[src/rtl/apb_pkg.sv]
// Shared types and widths for the APB arbiter and its round-robin picker.
package apb_pkg;

  localparam int ADDR_W = 8;
  localparam int DATA_W = 32;
  localparam int WAIT_W = 8;

  typedef enum logic [1:0] {
    ST_IDLE   = 2'b00,
    ST_SETUP  = 2'b01,
    ST_ACCESS = 2'b10
  } apb_state_e;

  // Transfer captured from the winning requester at grant time
  typedef struct packed {
    logic              write;
    logic [ADDR_W-1:0] addr;
    logic [DATA_W-1:0] wdata;
  } apb_req_t;

  // Completion data returned to the requester
  typedef struct packed {
    logic [DATA_W-1:0] rdata;
    logic              err;
  } apb_rsp_t;

endpackage

[src/rtl/rr_arbiter.sv]
// Round-robin picker: first asserted request at or above i_ptr, wrapping.
module rr_arbiter #(
  parameter int NREQ = 4,
  parameter int IW   = (NREQ > 1) ? $clog2(NREQ) : 1
) (
  input  logic [NREQ-1:0] i_req,
  input  logic [IW-1:0]   i_ptr,
  output logic [NREQ-1:0] o_gnt,
  output logic [IW-1:0]   o_idx,
  output logic            o_any
);

  // Scan from the pointer upward; the first hit wins and masks the rest
  always_comb begin
    o_gnt = '0;
    o_idx = '0;
    o_any = 1'b0;
    for (int off = 0; off < NREQ; off++) begin
      if (!o_any && i_req[(int'(i_ptr) + off) % NREQ]) begin
        o_any = 1'b1;
        o_gnt[(int'(i_ptr) + off) % NREQ] = 1'b1;
        o_idx = IW'((int'(i_ptr) + off) % NREQ);
      end
    end
  end

endmodule

[src/rtl/apb_arbiter.sv]
// Multi-requester APB master: round-robin grant, one transfer at a time,
// wait-state timeout, registered one-hot completion back to the winner.
module apb_arbiter
  import apb_pkg::*;
#(
  parameter int NREQ    = 4,
  parameter int TIMEOUT = 255
) (
  input  logic                     pclk,
  input  logic                     preset,
  input  logic [NREQ-1:0]          req_valid,
  input  logic [NREQ-1:0]          req_write,
  input  logic [NREQ*ADDR_W-1:0]   req_addr,
  input  logic [NREQ*DATA_W-1:0]   req_wdata,
  output logic [NREQ-1:0]          req_ready,
  output logic [NREQ-1:0]          rsp_valid,
  output logic [DATA_W-1:0]        rsp_rdata,
  output logic                     rsp_err,
  output logic [ADDR_W-1:0]        paddr,
  output logic                     psel,
  output logic                     penable,
  output logic                     pwrite,
  output logic [DATA_W-1:0]        pwdata,
  input  logic [DATA_W-1:0]        prdata,
  input  logic                     pready,
  input  logic                     pslverr
);

  localparam int IW = (NREQ > 1) ? $clog2(NREQ) : 1;

  apb_state_e        r_state, w_state_nxt;
  logic [IW-1:0]     r_ptr, r_gidx, w_gidx, w_ptr_nxt;
  logic [NREQ-1:0]   w_gnt, r_rsp_valid, w_rsp_oh;
  logic              w_any, w_grant, w_done, w_tmo, w_busy;
  logic [WAIT_W-1:0] r_wait;
  apb_req_t          r_xfer, w_xfer_sel;
  apb_rsp_t          r_rsp;

  rr_arbiter #(.NREQ(NREQ), .IW(IW)) u_rr (
    .i_req (req_valid),
    .i_ptr (r_ptr),
    .o_gnt (w_gnt),
    .o_idx (w_gidx),
    .o_any (w_any)
  );

  // Fields of the current round-robin winner
  assign w_xfer_sel.write = req_write[w_gidx];
  assign w_xfer_sel.addr  = req_addr[int'(w_gidx)*ADDR_W +: ADDR_W];
  assign w_xfer_sel.wdata = req_wdata[int'(w_gidx)*DATA_W +: DATA_W];

  assign w_ptr_nxt = (w_gidx == IW'(NREQ-1)) ? '0 : w_gidx + IW'(1);
  assign w_rsp_oh  = NREQ'(1) << r_gidx;

  // State register
  always_ff @(posedge pclk) begin
    if (preset) r_state <= ST_IDLE;
    else        r_state <= w_state_nxt;
  end

  // Next state, bus strobes and grant/completion events
  always_comb begin
    w_state_nxt = r_state;
    w_grant     = 1'b0;
    w_done      = 1'b0;
    w_tmo       = 1'b0;
    psel        = 1'b0;
    penable     = 1'b0;
    case (r_state)
      ST_IDLE: begin
        if (w_any) begin
          w_grant     = 1'b1;
          w_state_nxt = ST_SETUP;
        end
      end
      ST_SETUP: begin
        psel        = 1'b1;
        w_state_nxt = ST_ACCESS;
      end
      ST_ACCESS: begin
        psel    = 1'b1;
        penable = 1'b1;
        // pready has priority over a timeout landing in the same cycle
        if (pready) begin
          w_done      = 1'b1;
          w_state_nxt = ST_IDLE;
        end else if (r_wait == WAIT_W'(TIMEOUT-1)) begin
          w_tmo       = 1'b1;
          w_state_nxt = ST_IDLE;
        end
      end
      default: w_state_nxt = ST_IDLE;
    endcase
  end

  assign req_ready = w_grant ? w_gnt : '0;

  // Address/data phase signals are forced to zero whenever the bus is idle
  assign w_busy = (r_state != ST_IDLE);
  assign paddr  = w_busy ? r_xfer.addr  : '0;
  assign pwrite = w_busy ? r_xfer.write : 1'b0;
  assign pwdata = w_busy ? r_xfer.wdata : '0;

  // Capture the winner and advance the round-robin pointer past it
  always_ff @(posedge pclk) begin
    if (preset) begin
      r_xfer <= '0;
      r_gidx <= '0;
      r_ptr  <= '0;
    end else if (w_grant) begin
      r_xfer <= w_xfer_sel;
      r_gidx <= w_gidx;
      r_ptr  <= w_ptr_nxt;
    end
  end

  // Wait counter: cleared in SETUP, counts ACCESS cycles without pready
  always_ff @(posedge pclk) begin
    if (preset)                              r_wait <= '0;
    else if (r_state == ST_SETUP)            r_wait <= '0;
    else if (r_state == ST_ACCESS && !pready) r_wait <= r_wait + WAIT_W'(1);
  end

  // Completion pulse; data/err hold until the next completion
  always_ff @(posedge pclk) begin
    if (preset) begin
      r_rsp_valid <= '0;
      r_rsp       <= '0;
    end else begin
      r_rsp_valid <= '0;
      if (w_done) begin
        r_rsp_valid <= w_rsp_oh;
        r_rsp.rdata <= r_xfer.write ? '0 : prdata;
        r_rsp.err   <= pslverr;
      end else if (w_tmo) begin
        r_rsp_valid <= w_rsp_oh;
        r_rsp.rdata <= '0;
        r_rsp.err   <= 1'b1;
      end
    end
  end

  assign rsp_valid = r_rsp_valid;
  assign rsp_rdata = r_rsp.rdata;
  assign rsp_err   = r_rsp.err;

endmodule

[config.mk]
export PLATFORM = sky130hd
export DESIGN_NAME = apb_arbiter
export DESIGN_NICKNAME = d
export VERILOG_FILES = /design/src/rtl/apb_pkg.sv /design/src/rtl/rr_arbiter.sv /design/src/rtl/apb_arbiter.sv
export SDC_FILE = /design/constraint.sdc
export NUM_CORES = 1
export LEC_CHECK = 0
export ABC_AREA = 1
export BUFFER_PORTS_ARGS = -buffer_cell sky130_fd_sc_hd__buf_2
export CORE_UTILIZATION = 35
export DETAILED_ROUTE_END_ITERATION = 12
export GPL_TIMING_DRIVEN = 0
export SETUP_SLACK_MARGIN = 0.15
export SLEW_MARGIN = 20
export SYNTH_ARGS = -nofsm -noshare
export SYNTH_HDL_FRONTEND = slang
export SYNTH_SLANG_ARGS = --single-unit
[constraint.sdc]
create_clock -name pclk -period 2.1 [get_ports pclk]
set_input_delay 0.21 -clock pclk [delete_from_list [all_inputs] [get_ports pclk]]
set_output_delay 0.21 -clock pclk [all_outputs]
set_load 0.1 [all_outputs]
==> flow_metrics.env <==
export IMPL_die_y_um=137
export IMPL_insertion_delay_ps=340
export IMPL_dr_pass1_iters=4
export IMPL_hp_class="in2reg"
export IMPL_nets=1639
export IMPL_synth_top_family_by_area="simple AND/OR/NAND/NOR gates"
export IMPL_cp_slowest_cell="dfxtp_4"
export IMPL_synth_seq_cells=92
export IMPL_cp_start_kind="flop"
export IMPL_synth_edf_count=0
export IMPL_yosys_top_cells_area="dfxtp_1 29%, nand3_1 20%, inv_1 16%, nand2_1 11%, a21oi_1 6.4%"
export IMPL_rsz0062_at_grt="true"
export IMPL_finClkSkew_ps=7.88
export IMPL_slew_viol_final=0
export IMPL_ioPinCount=288
export IMPL_post_route_min_period_ps=2460
export IMPL_area_growth_pct=61.5
export IMPL_placed_cells=1605
export IMPL_stdcell_area_um2=10300
export IMPL_synth_cell_types=32
export IMPL_grtUsageTotal=0.252
export IMPL_synth_nets=1307
export IMPL_leakage_nw=5.62
export IMPL_finalWirelength_um=24300
export IMPL_drc_errors=0
export IMPL_crit_required_ps=1890
export IMPL_start_util=0.356
export IMPL_drive_above_1_share=0.343
export IMPL_setup_violations_final=47
export IMPL_p_per_area_nw_per_um2=1960
export IMPL_port_buffers=286
export IMPL_grt_max_degree=17
export IMPL_h_tree_depth=3
export IMPL_netlist_area_um2=6390
export IMPL_final_cells=1659
export IMPL_rows=49
export IMPL_path_delay_family="simple AND/OR/NAND/NOR gates"
export IMPL_crit_buf_inv=5
export IMPL_cts_tree="done"
export IMPL_cts_buffers=9
export IMPL_fmax_mhz=406
export IMPL_synthCells=1090
export IMPL_wl_per_cell_um=14.6
export IMPL_die_area_um2=18800
export IMPL_yosysWarnings=0
export IMPL_ir_drop_mv=1.07
export IMPL_cp_cell_sequence="inv_4 > buf_8 > ha_4 > inv_4 > nand3_4 > nand2_8 > nor3_4 > nand3_1 > a31o_4 > clkinvlp_4 > buf_12"
export IMPL_synth_simple_area_share=0.388
export IMPL_max_cap_violations=0
export IMPL_synth_top_area_frac=0.288
export IMPL_synth_largest_area_cell="dfxtp_1"
export IMPL_clkTransAtPathRegs_ps=70
export IMPL_synth_adder_area_share=0.0254
export IMPL_place_hpwl_um=18000
export IMPL_vias=7888
export IMPL_cpMostUsedCell="inv_4"
export IMPL_finalSetupTns_ps=-8590
export IMPL_drtAntennaViolNets=0
export IMPL_tightest_slew_ps=753
export IMPL_core_um2=18000
export IMPL_path_class="reg2out"
export IMPL_synthFlopType="dfxtp_1"
export IMPL_die_w_um=137
export IMPL_ctsLongestPathBuffers=2
export IMPL_period_share=1.17
export IMPL_hold_viol_final=0
export IMPL_max_slew_margin=0.498
export IMPL_violations="negative setup slack"
export IMPL_antenna_found_initial=1
export IMPL_viasPerCell=4.75
export IMPL_synth_compound_area_share=0.0790
export IMPL_run_status="complete, but fails checks"
export IMPL_cp_max_fo=5
export IMPL_drt_iter0_drc=302
export IMPL_muxShareOfSynthArea=0
export IMPL_first_global_vias=7392
export IMPL_arrival_ps=2250
export IMPL_max_stage_delay_ps=370
export IMPL_gp_congestion=0.878
export IMPL_overflow=0
export IMPL_root_buffer="clkbuf_16"
export IMPL_worst_slack_ps=-362
export IMPL_synthArstFlopShare=0
export IMPL_yosysSeqAreaShare=0.288
export IMPL_yosys_area_share_xor_xnor=0.00137
export IMPL_crit_path_end_kind="primary output"
export IMPL_placed_cell_area_um2=8470
export IMPL_avgSynthCellArea_um2=5.87
export IMPL_cts_sinks=92
export IMPL_grt_first_pass_wirelength_um=36600
cell families (layout without fill, tap and decap cells):
| family | count (synthesis) | after routing |
|---|---|---|
| buf+inv | 347 | 684 |
| simple gates | 540 | 540 |
| compound gates | 97 | 97 |
| xor+xnor | 1 | 1 |
| fa+ha+maj | 13 | 13 |
| other cells | 0 | 3 |
| flops | 92 | 92 |
registers in the layout, indices dropped and copies added, names as in the netlist:
signal,flops
r_gidx,2
r_ptr,2
r_state,2
r_wait,8
r_xfer,41
rsp_err,1
rsp_rdata,32
rsp_valid,4
tightest hold or removal path, cell delays in order:
cell and delay, ps:
buf_2 100, nand3_1 70, a21oi_1 60
worst paths after layout:
check	start	end	slack, ps	cells past startpoint
setup / recovery	r_ptr[0]	req_ready[2]	-360	11
hold / removal	prdata[21]	rsp_rdata[21]	140	3
setup reg to reg	r_ptr[0]	r_xfer[40]	-240	16
hold reg to reg	rsp_rdata[16]	rsp_rdata[16]	460	2
per-layer routing:
layer / part of all wire / vias up / global-route usage
met1: 0.42 / 3519 / 0.303
met4: 0.030 / 2 / 0.110
met3: 0.070 / 42 / 0.0493
met5: 0.00058 / - / 0
li1: - / 4023 / -
met2: 0.48 / 302 / 0.433
power by group:
group / switching (mW) / internal, mW / total, mW / leakage [nW]
logic: 10.1 / 6.05 / 16.1 / 4.71
clock network: 0.759 / 0.968 / 1.73 / 0.150
registers: 0.147 / 2.21 / 2.36 / 0.756
synth_stat cells, types with 2 or more instances:
cell      number
ha_1          13
buf_6          2
a22oi_1        3
nand4_1        2
inv_2          4
nand2_2        7
clkinv_1       2
inv_1        272
nor4_1         2
o21ai_0        7
buf_2         31
buf_4         11
nand3_1      261
nand2_1      195
clkbuf_1      25
dfxtp_1       92
nor3_1         6
nor2_1        56
nand3_2        5
a21oi_1       82
through the flow:
step           utilization  hold WS [ps]  worst slack (ps)  total power, mW
2_1_floorplan            -           375              -129             12.1
6_report             0.575           136              -362             20.2
4_1_cts              0.550           126              -325             18.8
3_5_place_dp         0.472           451              -519             14.9
3_3_place_gp         0.472           447              -532             14.8
5_1_grt              0.574           130              -442             21.5
cell type report:
type,count,area (um^2)
timing repair buffer,321,2420
buffer,69,673
clock buffer,10,239
inverter,278,1080
fill,1793,7640
sequential,92,1850
multi-input combinational,651,3700
tap,229,287
clock inverter,6,68.8
antenna,3,7.51
cell usage in the layout (no fill, tap or decap), drive strengths merged, types with 2 or more instances in the layout:
| master | Yosys | layout |
|---|---|---|
| nor3 | 7 | 7 |
| clkinvlp | 0 | 5 |
| nand3 | 266 | 266 |
| inv | 276 | 275 |
| nand2 | 203 | 203 |
| nand4 | 2 | 2 |
| dfxtp | 92 | 92 |
| a22oi | 3 | 3 |
| o21ai | 8 | 8 |
| a21oi | 82 | 82 |
| nor4 | 2 | 2 |
| clkinv | 2 | 3 |
| nor2 | 57 | 57 |
| clkbuf | 25 | 38 |
| diode | 0 | 3 |
| buf | 44 | 362 |
| ha | 13 | 13 |
repair_timing:
item	in CTS	in global routing
cloned	0	7
hold buffers	0	0
resized for setup	246	72
pin swaps	8	10
setup buffers	19	9
setup endpoints to repair	95	123
(Power assumes the default switching activity.)
